===== src/rtl/pc_sequencer.sv =====
// Program counter sequencer: IDLE/RUN/DONE control, LUT jumps and branches, run-cycle counter.
// Optional return stack is enabled by defining PC_CALL_STACK_EN.
module pc_sequencer #(
   parameter int D           = 9,
   parameter int A           = 5,
   parameter int START_PC    = 0,
   parameter int CW          = 16,
   parameter int STACK_DEPTH = 4
) (
   input  logic          clk,
   input  logic          reset_i,
   input  logic          start_i,
   input  logic          halt_i,
   input  logic          stall_i,
   input  logic          jump_i,
   input  logic          branch_i,
   input  logic          taken_i,
   input  logic [A-1:0]  lut_idx_i,
   input  logic [D-1:0]  target_i,
   input  logic          call_i,
   input  logic          ret_i,
   output logic [A-1:0]  lut_addr_o,
   output logic [D-1:0]  prog_ctr_o,
   output logic          running_o,
   output logic          done_o,
   output logic          overrun_o,
   output logic [CW-1:0] cycle_cnt_o,
   output logic          stack_err_o
);

   localparam logic [1:0] S_IDLE = 2'd0;
   localparam logic [1:0] S_RUN  = 2'd1;
   localparam logic [1:0] S_DONE = 2'd2;

   localparam logic [D-1:0] START_VAL = D'(START_PC);

   logic [1:0]    state_q, state_d;
   logic [D-1:0]  pc_q, pc_d;
   logic [CW-1:0] cnt_q, cnt_d;
   logic          ovr_q, ovr_d;
   logic          running_q, done_q;
   logic          do_inc;

`ifdef PC_CALL_STACK_EN
   localparam int SPW = $clog2(STACK_DEPTH + 1);
   localparam int IW  = (STACK_DEPTH > 1) ? $clog2(STACK_DEPTH) : 1;

   logic [D-1:0]   stack_q [STACK_DEPTH];
   logic [SPW-1:0] sp_q, sp_d;
   logic [IW-1:0]  wr_idx, rd_idx;
   logic           err_q, err_d;
   logic           push;
   logic           full, empty;

   assign wr_idx = sp_q[IW-1:0];
   assign rd_idx = wr_idx - 1'b1;
   assign full   = (sp_q == SPW'(STACK_DEPTH));
   assign empty  = (sp_q == '0);
`endif

   always_comb begin
      state_d = state_q;
      pc_d    = pc_q;
      cnt_d   = cnt_q;
      ovr_d   = ovr_q;
      do_inc  = 1'b0;
`ifdef PC_CALL_STACK_EN
      sp_d    = sp_q;
      err_d   = err_q;
      push    = 1'b0;
`endif
      case (state_q)
         S_IDLE, S_DONE: begin
            if (start_i) begin
               state_d = S_RUN;
               pc_d    = START_VAL;
               cnt_d   = '0;
               ovr_d   = 1'b0;
`ifdef PC_CALL_STACK_EN
               sp_d    = '0;
               err_d   = 1'b0;
`endif
            end
         end
         S_RUN: begin
            // Counts every RUN cycle, the halting cycle included.
            cnt_d = (&cnt_q) ? cnt_q : cnt_q + 1'b1;
            if (halt_i) begin
               state_d = S_DONE;
            end else if (stall_i) begin
               pc_d = pc_q;
            end else if (jump_i || (branch_i && taken_i)) begin
               pc_d = target_i;
`ifdef PC_CALL_STACK_EN
            end else if (call_i) begin
               if (full) begin
                  err_d  = 1'b1;
                  do_inc = 1'b1;
               end else begin
                  push = 1'b1;
                  sp_d = sp_q + 1'b1;
                  pc_d = target_i;
               end
            end else if (ret_i) begin
               if (empty) begin
                  err_d  = 1'b1;
                  do_inc = 1'b1;
               end else begin
                  sp_d = sp_q - 1'b1;
                  pc_d = stack_q[rd_idx];
               end
`endif
            end else begin
               do_inc = 1'b1;
            end
         end
         default: state_d = S_IDLE;
      endcase

      // Running off the end of the ROM stops the program instead of wrapping.
      if (do_inc) begin
         if (&pc_q) begin
            state_d = S_DONE;
            ovr_d   = 1'b1;
         end else begin
            pc_d = pc_q + 1'b1;
         end
      end
   end

   always_ff @(posedge clk) begin
      if (reset_i) begin
         state_q   <= S_IDLE;
         pc_q      <= '0;
         cnt_q     <= '0;
         ovr_q     <= 1'b0;
         running_q <= 1'b0;
         done_q    <= 1'b0;
      end else begin
         state_q   <= state_d;
         pc_q      <= pc_d;
         cnt_q     <= cnt_d;
         ovr_q     <= ovr_d;
         running_q <= (state_d == S_RUN);
         done_q    <= (state_d == S_DONE);
      end
   end

`ifdef PC_CALL_STACK_EN
   always_ff @(posedge clk) begin
      if (reset_i) begin
         sp_q  <= '0;
         err_q <= 1'b0;
      end else begin
         sp_q  <= sp_d;
         err_q <= err_d;
      end
   end

   always_ff @(posedge clk) begin
      if (!reset_i && push) begin
         stack_q[wr_idx] <= pc_q + 1'b1;
      end
   end

   assign stack_err_o = err_q;
`else
   logic unused_stack;
   assign unused_stack = &{1'b0, call_i, ret_i, STACK_DEPTH[0]};
   assign stack_err_o  = 1'b0;
`endif

   assign lut_addr_o  = lut_idx_i;
   assign prog_ctr_o  = pc_q;
   assign running_o   = running_q;
   assign done_o      = done_q;
   assign overrun_o   = ovr_q;
   assign cycle_cnt_o = cnt_q;

endmodule


===== config.mk =====
export PLATFORM = sky130hd
export DESIGN_NAME = pc_sequencer
export DESIGN_NICKNAME = d
export VERILOG_FILES = /design/src/rtl/pc_sequencer.sv
export SDC_FILE = /design/constraint.sdc
export NUM_CORES = 1
export LEC_CHECK = 0
export CAP_MARGIN = 20
export CORE_ASPECT_RATIO = 2
export CORE_MARGIN = 5
export CORE_UTILIZATION = 45
export DETAILED_ROUTE_END_ITERATION = 10
export PLACE_DENSITY = 0.8
export SLEW_MARGIN = 15
export SYNTH_ARGS = -nofsm -noshare
export SYNTH_HDL_FRONTEND = slang
export SYNTH_SLANG_ARGS = --single-unit

===== constraint.sdc =====
create_clock -name clk -period 2.6 [get_ports clk]
set_clock_uncertainty 0.05 [all_clocks]
set_input_delay 0.39 -clock clk [delete_from_list [all_inputs] [get_ports clk]]
set_output_delay 0.39 -clock clk [all_outputs]
set_load 0.02 [all_outputs]

### Yosys cells after proc, flatten, opt, wreduce, memory -nomap -nowiden

Index checks and enable logic that the tools add are counted.

| storage, ports and cells | value |
|---|---|
| register bits after elaboration | 30 |
| output and inout bits | 34 |

| cells by class | value |
|---|---|
| muxes and demuxes | 23 |
| eq/ne operators | 6 |
| add/subtract/negate cells | 2 |
| reductions and logical operators | 8 |

Operators with widths:

| kind | number |
|---|---|
| $mux 9 | 6 |
| $mux 16 | 2 |
| $pmux 16 s2 | 1 |
| $pmux 9 s2 | 1 |
| $add 16x1->16 const B | 1 |
| $reduce_and 16->1 | 1 |
| $add 9x1->9 const B | 1 |
| $reduce_and 9->1 | 1 |
| $mux 1 | 8 |
| $mux 2 | 4 |
| $eq 2x1->1 const B | 2 |
| $eq 2x2->1 const B | 2 |
| $ne 2x2->1 const B | 2 |
| $pmux 2 s2 | 1 |
| $reduce_and 3->1 | 1 |
| $logic_not 2->1 | 1 |
| $reduce_bool 2->1 | 1 |
| $reduce_or 2->1 | 1 |
| $logic_and 1x1->1 | 1 |
| $logic_or 1x1->1 | 1 |

### Logic depth before layout (Yosys ltp)

Gate-level depths: netlist of the first run.

| depth | value |
|---|---|
| depth in word-level cells | 8 |
| gate-level depth with buffers | 10 |
| gate-level depth less buffers | 9 |

### Worst setup path before layout of the first run

OpenSTA, ideal clock, no wires.

| timing path | value |
|---|---|
| path kind | register to register |
| from | reg pc_q[0], in the netlist prog_ctr_o[0] |
| to | reg pc_q[5], in the netlist prog_ctr_o[5] |
| path slack | 0.110 ns |
| setup time | 0.092 ns |
| clock period less this slack | 2.490 ns |
| cell stages (with the launch flop) | 11 |
| path buffers | 1 |
| required time | 2.458 ns |
| data arrival time | 2.348 ns |
| cells stage by stage | dfxtp_1 -> ha_1 -> nand3_1 -> or3_1 -> nor2_1 -> ha_1 -> clkbuf_1 -> nand2_1 -> a21oi_1 -> a21oi_1 -> o32ai_1 |

| on the way | value |
|---|---|
| word-level cells in the longest chain between the ends | 3 |
| elaborated cells on any way between the ends | 4 |

Ends and longest elaborated chain:

| item | RTL line | RTL |
|---|---|---|
| start: declaration | 38 | `logic [D-1:0] pc_q, pc_d;` |
| start signal: assignment | 141 | `pc_q <= pc_d;` |
| $add 9x1->9 or $reduce_and 9->1 (tied branches) | 126, 122 |  |
| $mux 9 * | 122 | `if (&pc_q) begin` |
| $mux 9 * | 121 | `if (do_inc) begin` |

Every way passes the cells marked *; elsewhere a longest branch is shown, timed or not.
A chain may end at the register's enable or synchronous reset.

### Worst setup path after layout of the first run

Same ends and word-level chain as after synthesis.

==> metrics.yaml, run 1 <==
clock_path_buffers: 2
p_clk_share_pct: 40.0
synth_top_area_share_pct: 36.5
gp_congestion: 0.874
grt_pass1_wl_mm: 6.89
finalSetupViolCount: 0
drtPass1Iterations: 4
clock_latency_ns: 0.28
diodes: 0
grt_overflow: 0
hold_viol: 0
synthArstFlopShare_pct: 0
cts_hold_buf: 0
p_leak_uw: 0.000756
fillers: 336
die-area_mm2: 0.00504
ant_nets: 0
vias: 1608
max-cap-violations: 0
yosysTopAreaCell: "dfxtp_1"
num_rows: 31
synth_edf_count: 0
status: "completed"
antenna_found_initial: 0
cts_made_buffers: 5
synth-main-ff-cell: "dfxtp_1"
netlist_area_mm2: 0.00165
reg2regPathDepth: 10
fin_setup_tns_ns: 0
regToRegSetupSlack_ns: 0.23
cts_max_level: 2
ir_drop_mv: 0.530
comb_power_share_pct: 11.0
seq_area_frac_synth_pct: 36.5
worst_slew_pin_slew_ns: 0.517
root_buffer: "clkbuf_8"
cp-start-kind: "flip-flop"
switching_share_pct: 24.0
start_util_pct: 46.1
path_class: "reg -> reg"
cts.clk_slew.worst_paths_ns: 0.07
power_density_mw_per_mm2: 439
cts_resized: 0
worst_setup_path_end_kind: "flip-flop"
finalPower_uw: 966
worstPathMaxFanout: 7
arrival_ns: 2.51
grt_pass1_vias: 1571
hp-class: "reg -> reg"
drt-total-wl_mm: 4.24
ys_seq_elements: 30
nets: 263
timing.fmax_ghz: 0.422
post-route-period-util_pct: 91.1
hpwl_mm: 3.32
holdPathEnd: "overrun_o"
hold_depth: 2
wl_per_cell_um: 14.8
drive_above_1_share_pct: 8.44
core_area_mm2: 0.00357
seqPwrFrac_pct: 49.1
via_per_inst: 5.62
post-route-drc-count: 0
synth_fp_nets: 220
ys.warnings.count: 0
p_int_uw: 734
cts_setup_buffers: 0
worstPathRequired_ns: 2.74
min_from: "overrun_o"
syn_avg_cell_area_um2: 8.53
p_sw_uw: 232
cts_sinks: 30
num_io_pins: 58
final_max_slew_viol_count: 0
period_minus_slack_ns: 2.37
slew_headroom_pct: 65.6
grt_setup_unrepaired: "false"
regToRegEndpoint: "prog_ctr_o[5]"
syn_to_final_growth_pct: 33.7
port_buffers: 44
r2r_start: "prog_ctr_o[0]"
grt_usage_pct: 18.5
syn_inst: 193
cts_tree: "done"
die_w_um: 52.8
ys_top_cells_by_area: "dfxtp_1 36%, a21oi_1 5.5%, nor2_1 4.6%, xnor2_1 4.3%, nand2_1 3.2%"
dieHeight_um: 95.5
grt_max_degree: 19
synthDistinctLibCells: 50
drt_iter0_drc: 32
==> per-stage QoR <==
stage                     setup slack (ns)  std cells  hold WS (ns)  cell area, um^2  util [%]
after floorplan                      0.110        193         0.483             1650         -
after global placement               0.271        278         0.395             2110      59.1
after detailed placement             0.261        278         0.397             2110      59.1
after CTS                            0.241        286         0.406             2200      61.7
after global routing                0.0544        286         0.450             2200      61.7
final                                0.231        286         0.406             2200      61.7
==> cells in the mapped netlist (4+ instances only) <==
master,n
a211oi_1,4
a21oi_1,18
a31oi_1,4
and3_1,5
buf_4,6
clkbuf_1,6
dfxtp_1,30
nand2_1,14
nand3_1,7
nor2_1,20
nor4_1,5
o21ai_0,6
xnor2_1,8
==> per-layer routing <==
| layer | vias up | part of all wire (%) | track usage (%) |
|---|---|---|---|
| li1 | 795 | - | - |
| met1 | 740 | 36 | 18.1 |
| met2 | 56 | 54 | 33.1 |
| met3 | 17 | 5.7 | 4.54 |
| met4 | 0 | 4.5 | 11.9 |
| met5 | - | 0 | 0 |
==> critical path, stage by stage, from the launching register on <==
cell     delay (ns)
dfxtp_1        0.41
ha_1           0.21
nand3_1        0.14
or3_1          0.38
nor2_1         0.12
ha_1           0.28
nand2_1        0.07
a21oi_1        0.15
buf_4          0.17
a21oi_1        0.05
o32ai_1        0.24
==> how the worst max path moves through the flow <==
stage | from | endpoint
after floorplan | prog_ctr_o[0] | prog_ctr_o[5]
after global placement | prog_ctr_o[0] | prog_ctr_o[5]
after detailed placement | prog_ctr_o[0] | prog_ctr_o[5]
after CTS | prog_ctr_o[0] | prog_ctr_o[5]
after global routing | prog_ctr_o[0] | prog_ctr_o[5]
final | prog_ctr_o[0] | prog_ctr_o[5]
==> cell type report <==
class | count | area, um^2 | area share, %
multi-input cells | 146 | 951 | 43.2
flip-flops and latches | 30 | 601 | 27.3
repair buffers | 50 | 485 | 22.1
clock buffers | 7 | 86.3 | 3.92
well taps | 49 | 61.3 | 2.79
inverters | 3 | 11.3 | 0.512
clock inverters | 1 | 5.00 | 0.227
==> placed cells by master (no fill, tap or decap), drive strengths merged, types with 4 or more instances in the layout <==
cell type | Yosys | routed
a211oi | 4 | 4
nor2 | 20 | 20
xnor2 | 8 | 8
a21oi | 18 | 18
nand2 | 14 | 14
clkdlybuf4s50 | 0 | 44
and3 | 5 | 5
a31oi | 4 | 4
nor4 | 6 | 6
nand3 | 7 | 7
buf | 8 | 6
clkbuf | 6 | 7
dfxtp | 30 | 30
nand2b | 4 | 4
o21ai | 8 | 8
==> state kept, by name, summed over array words and instances, names as in the netlist <==
signal	count
prog_ctr_o	9
overrun_o	1
cycle_cnt_o	16
state_q	2
done_o	1
running_o	1
==> power groups by stage <==
stage               sequential (uW)  clock (uW)  combinational [uW]
finish                          474         386                 106
global route                    475         423                 116
CTS                             474         396                 107
detailed placement              484           0                 106
global placement                484           0                 106
floorplan                       490           0                63.0
==> cells by family after synthesis <==
logic type	count (synthesis)	synth area share, %
AND/OR/NAND/NOR	78	26.7
AO/OA/AOI/OAI	52	22.0
flip-flops	30	36.5
buffers and inverters	17	5.77
XOR/XNOR	11	5.85
adder cells (fa/ha/maj)	3	2.28
other	1	0.228
multiplexers	1	0.684
(Power assumes the default switching activity.)
==> inputs of run 2 (changes only) <==
Settings changed: CORE_UTILIZATION 45 to 43, CTS_BUF_LIST from default to sky130_fd_sc_hd__clkbuf_4, PLACE_DENSITY 0.8 to 0.85.
==> run 2 against run 1 <==
- flip-flop and latch count did not move
- die area grew 4.0%
- core utilization decreased by 4.1 points
- critical path depth is the same
- maximum frequency up 0.67%
- cell area is 1.6% lower
- first-iteration DRC count shrank 13%
- clock-buffer cell count is 1 lower
- sequential share of layout area up 0.44 points
- largest power group unchanged
- highest routed layer unchanged
==> metrics.yaml, run 2 (synthesis gave the netlist of run 1 again) <==
status: "completed"  # unchanged
timing.fmax_ghz: 0.425  # was 0.422 GHz
ir_drop_mv: 0.264  # was 0.530 mV
port_buffers: 44  # unchanged
fin_setup_tns_ns: 0  # unchanged
setup_slack_ns: 0.247  # was 0.231 ns
regToRegSetupSlack_ns: 0.25  # was 0.23 ns
diodes: 0  # unchanged
root_buffer: "clkbuf_4"  # was clkbuf_8
finalSetupViolCount: 0  # unchanged
clock_latency_ns: 0.34  # was 0.28 ns
grt_setup_unrepaired: "false"  # unchanged
period_minus_slack_ns: 2.35  # was 2.37 ns
vias: 1652  # was 1608
core_area_mm2: 0.00376  # was 0.00357 mm^2
post-route-drc-count: 0  # unchanged
drtPass1Iterations: 4  # unchanged
p_leak_uw: 0.000741  # was 0.000756 uW
grt_overflow: 0  # unchanged
final_cell_mix: "44 x clkdlybuf4s50_1, 30 x dfxtp_1, 20 x nor2_1"  # unchanged
die_w_um: 53.8  # was 52.8 um
grt_pass1_wl_mm: 7.17  # was 6.89 mm
grt_usage_pct: 17.5  # was 18.5%
start_util_pct: 43.7  # was 46.1%
syn_to_final_growth_pct: 31.5  # was 33.7%
reg2regPathDepth: 10  # unchanged
worst_slew_pin_slew_ns: 0.513  # was 0.517 ns
cts.clk_slew.worst_paths_ns: 0.09  # was 0.07 ns
seqCellArea_um2: 601  # unchanged
holdPathEnd: "overrun_o"  # unchanged
drt_iter0_drc: 28  # was 32
arrival_ns: 2.53  # was 2.51 ns
hold_viol: 0  # unchanged
worstPathRequired_ns: 2.78  # was 2.74 ns
cts_sinks: 30  # unchanged
r2r_start: "prog_ctr_o[0]"  # unchanged
place_ws_ns: 0.259  # was 0.261 ns
largest_reg_flops: 16  # unchanged
worst_setup_path_end_kind: "flip-flop"  # unchanged
multi_input_area_um2: 951  # unchanged
grt_max_degree: 18  # was 19
wl_per_cell_um: 14.6  # was 14.8 um
num_io_pins: 58  # unchanged
crit_path_frequent_cell: "ha_1"
cts_made_buffers: 5  # unchanged
ant_nets: 0  # unchanged
min_from: "overrun_o"  # unchanged
final_max_slew_viol_count: 0  # unchanged
drt-total-wl_mm: 4.19  # was 4.24 mm
grt_pass1_vias: 1626  # was 1571
max-cap-violations: 0  # unchanged
post-route-period-util_pct: 90.5  # was 91.1%
cts_max_level: 2  # unchanged
dieHeight_um: 97.5  # was 95.5 um
cts_tree: "done"  # unchanged
crit_chain: "ha_1 -> nand3_1 -> or3_1 -> nor2_1 -> ha_1 -> buf_4 -> nor3b_2 -> o21a_1 -> o21ai_0 -> a21oi_1"  # was ha_1 -> nand3_1 -> or3_1 -> nor2_1 -> ha_1 -> nand2_1 -> a21oi_1 -> buf_4 -> a21oi_1 -> o32ai_1
hold_depth: 2  # unchanged
cp_slowest_cell: "dfxtp_1"  # unchanged
power_density_mw_per_mm2: 393  # was 439 mW/mm^2
cp-start-kind: "flip-flop"  # unchanged
hp-class: "reg -> reg"  # unchanged
slew_headroom_pct: 65.8  # was 65.6%
layout_commonest_cell: "clkdlybuf4s50_1"  # unchanged
regToRegEndpoint: "prog_ctr_o[7]"  # was prog_ctr_o[5]
fillers: 357  # was 336
die-area_mm2: 0.00524  # was 0.00504 mm^2
worstPathMaxFanout: 7  # unchanged
clock_path_buffers: 2  # unchanged
num_rows: 32  # was 31
antenna_found_initial: 0  # unchanged
max_stage_delay_ns: 0.44  # was 0.41 ns
drive_above_1_share_pct: 8.44  # unchanged
via_per_inst: 5.74  # was 5.62
cts_setup_buffers: 0  # unchanged
gp_congestion: 0.846  # was 0.874
cts_resized: 0  # unchanged
path_class: "reg -> reg"  # unchanged
hpwl_mm: 3.19  # was 3.32 mm
cts_hold_buf: 0  # unchanged
nets: 263  # unchanged
-- run 2: final cells by class --
cell class | count | area share [%]
multi-input combinational | 146 | 43.9
tap | 51 | 2.95
clock buffer | 6 | 2.08
timing repair buffer | 50 | 22.4
sequential | 30 | 27.7
inverter | 3 | 0.520
clock inverter | 2 | 0.404
-- run 2: critical path: cells and delay by family (launching register included) --
kind / cells / cell delay [ns]
and+or+nand+nor: 4 / 0.73
adders and majority gates: 2 / 0.45
DFF: 1 / 0.44
AOI/OAI and AO/OA: 3 / 0.40
buffers and inverters: 1 / 0.18
-- run 2: worst max path at each step --
stage	start	end	slack, ns	depth (start not counted)
finish	prog_ctr_o[0]	prog_ctr_o[7]	0.25	10
global route	prog_ctr_o[0]	prog_ctr_o[5]	0.10	10
CTS	prog_ctr_o[0]	prog_ctr_o[5]	0.29	10
detailed placement	start_i	cycle_cnt_o[10]	0.26	6
global placement	start_i	cycle_cnt_o[10]	0.35	6
floorplan	prog_ctr_o[0]	prog_ctr_o[5]	0.11	10
-- run 2: where the power goes --
group          leakage, uW  internal (uW)  switching [uW]
Sequential        0.000243            466            7.41
Clock            0.0000331            112             158
Combinational     0.000465           53.6            54.4
Total             0.000741            632             220
-- run 2: through the flow --
step	std cells	power, uW	hold slack (ns)	utilization [%]	cell area, um^2
6_report	288	851	0.441	57.5	2170
5_1_grt	288	892	0.485	57.5	2170
4_1_cts	288	858	0.447	57.5	2170
3_5_place_dp	280	592	0.425	56.1	2110
3_3_place_gp	280	587	0.400	56.1	2110
2_1_floorplan	193	553	0.483	-	1650
-- run 2: routing by layer --
layer / GRT usage, % / part of all wire, % / up-vias
li1: - / - / 798
met3: 3.84 / 4.8 / 12
met1: 22.2 / 43 / 784
met5: 0 / 0 / -
met2: 26.9 / 50 / 58
met4: 8.27 / 2.2 / 0
==> inputs of run 3 (changes only) <==
Settings changed: ABC_CLOCK_PERIOD_IN_PS from default to 2600.
==> results of run 3 <==
Final layout, timing and power as in run 2 (identical DEF).
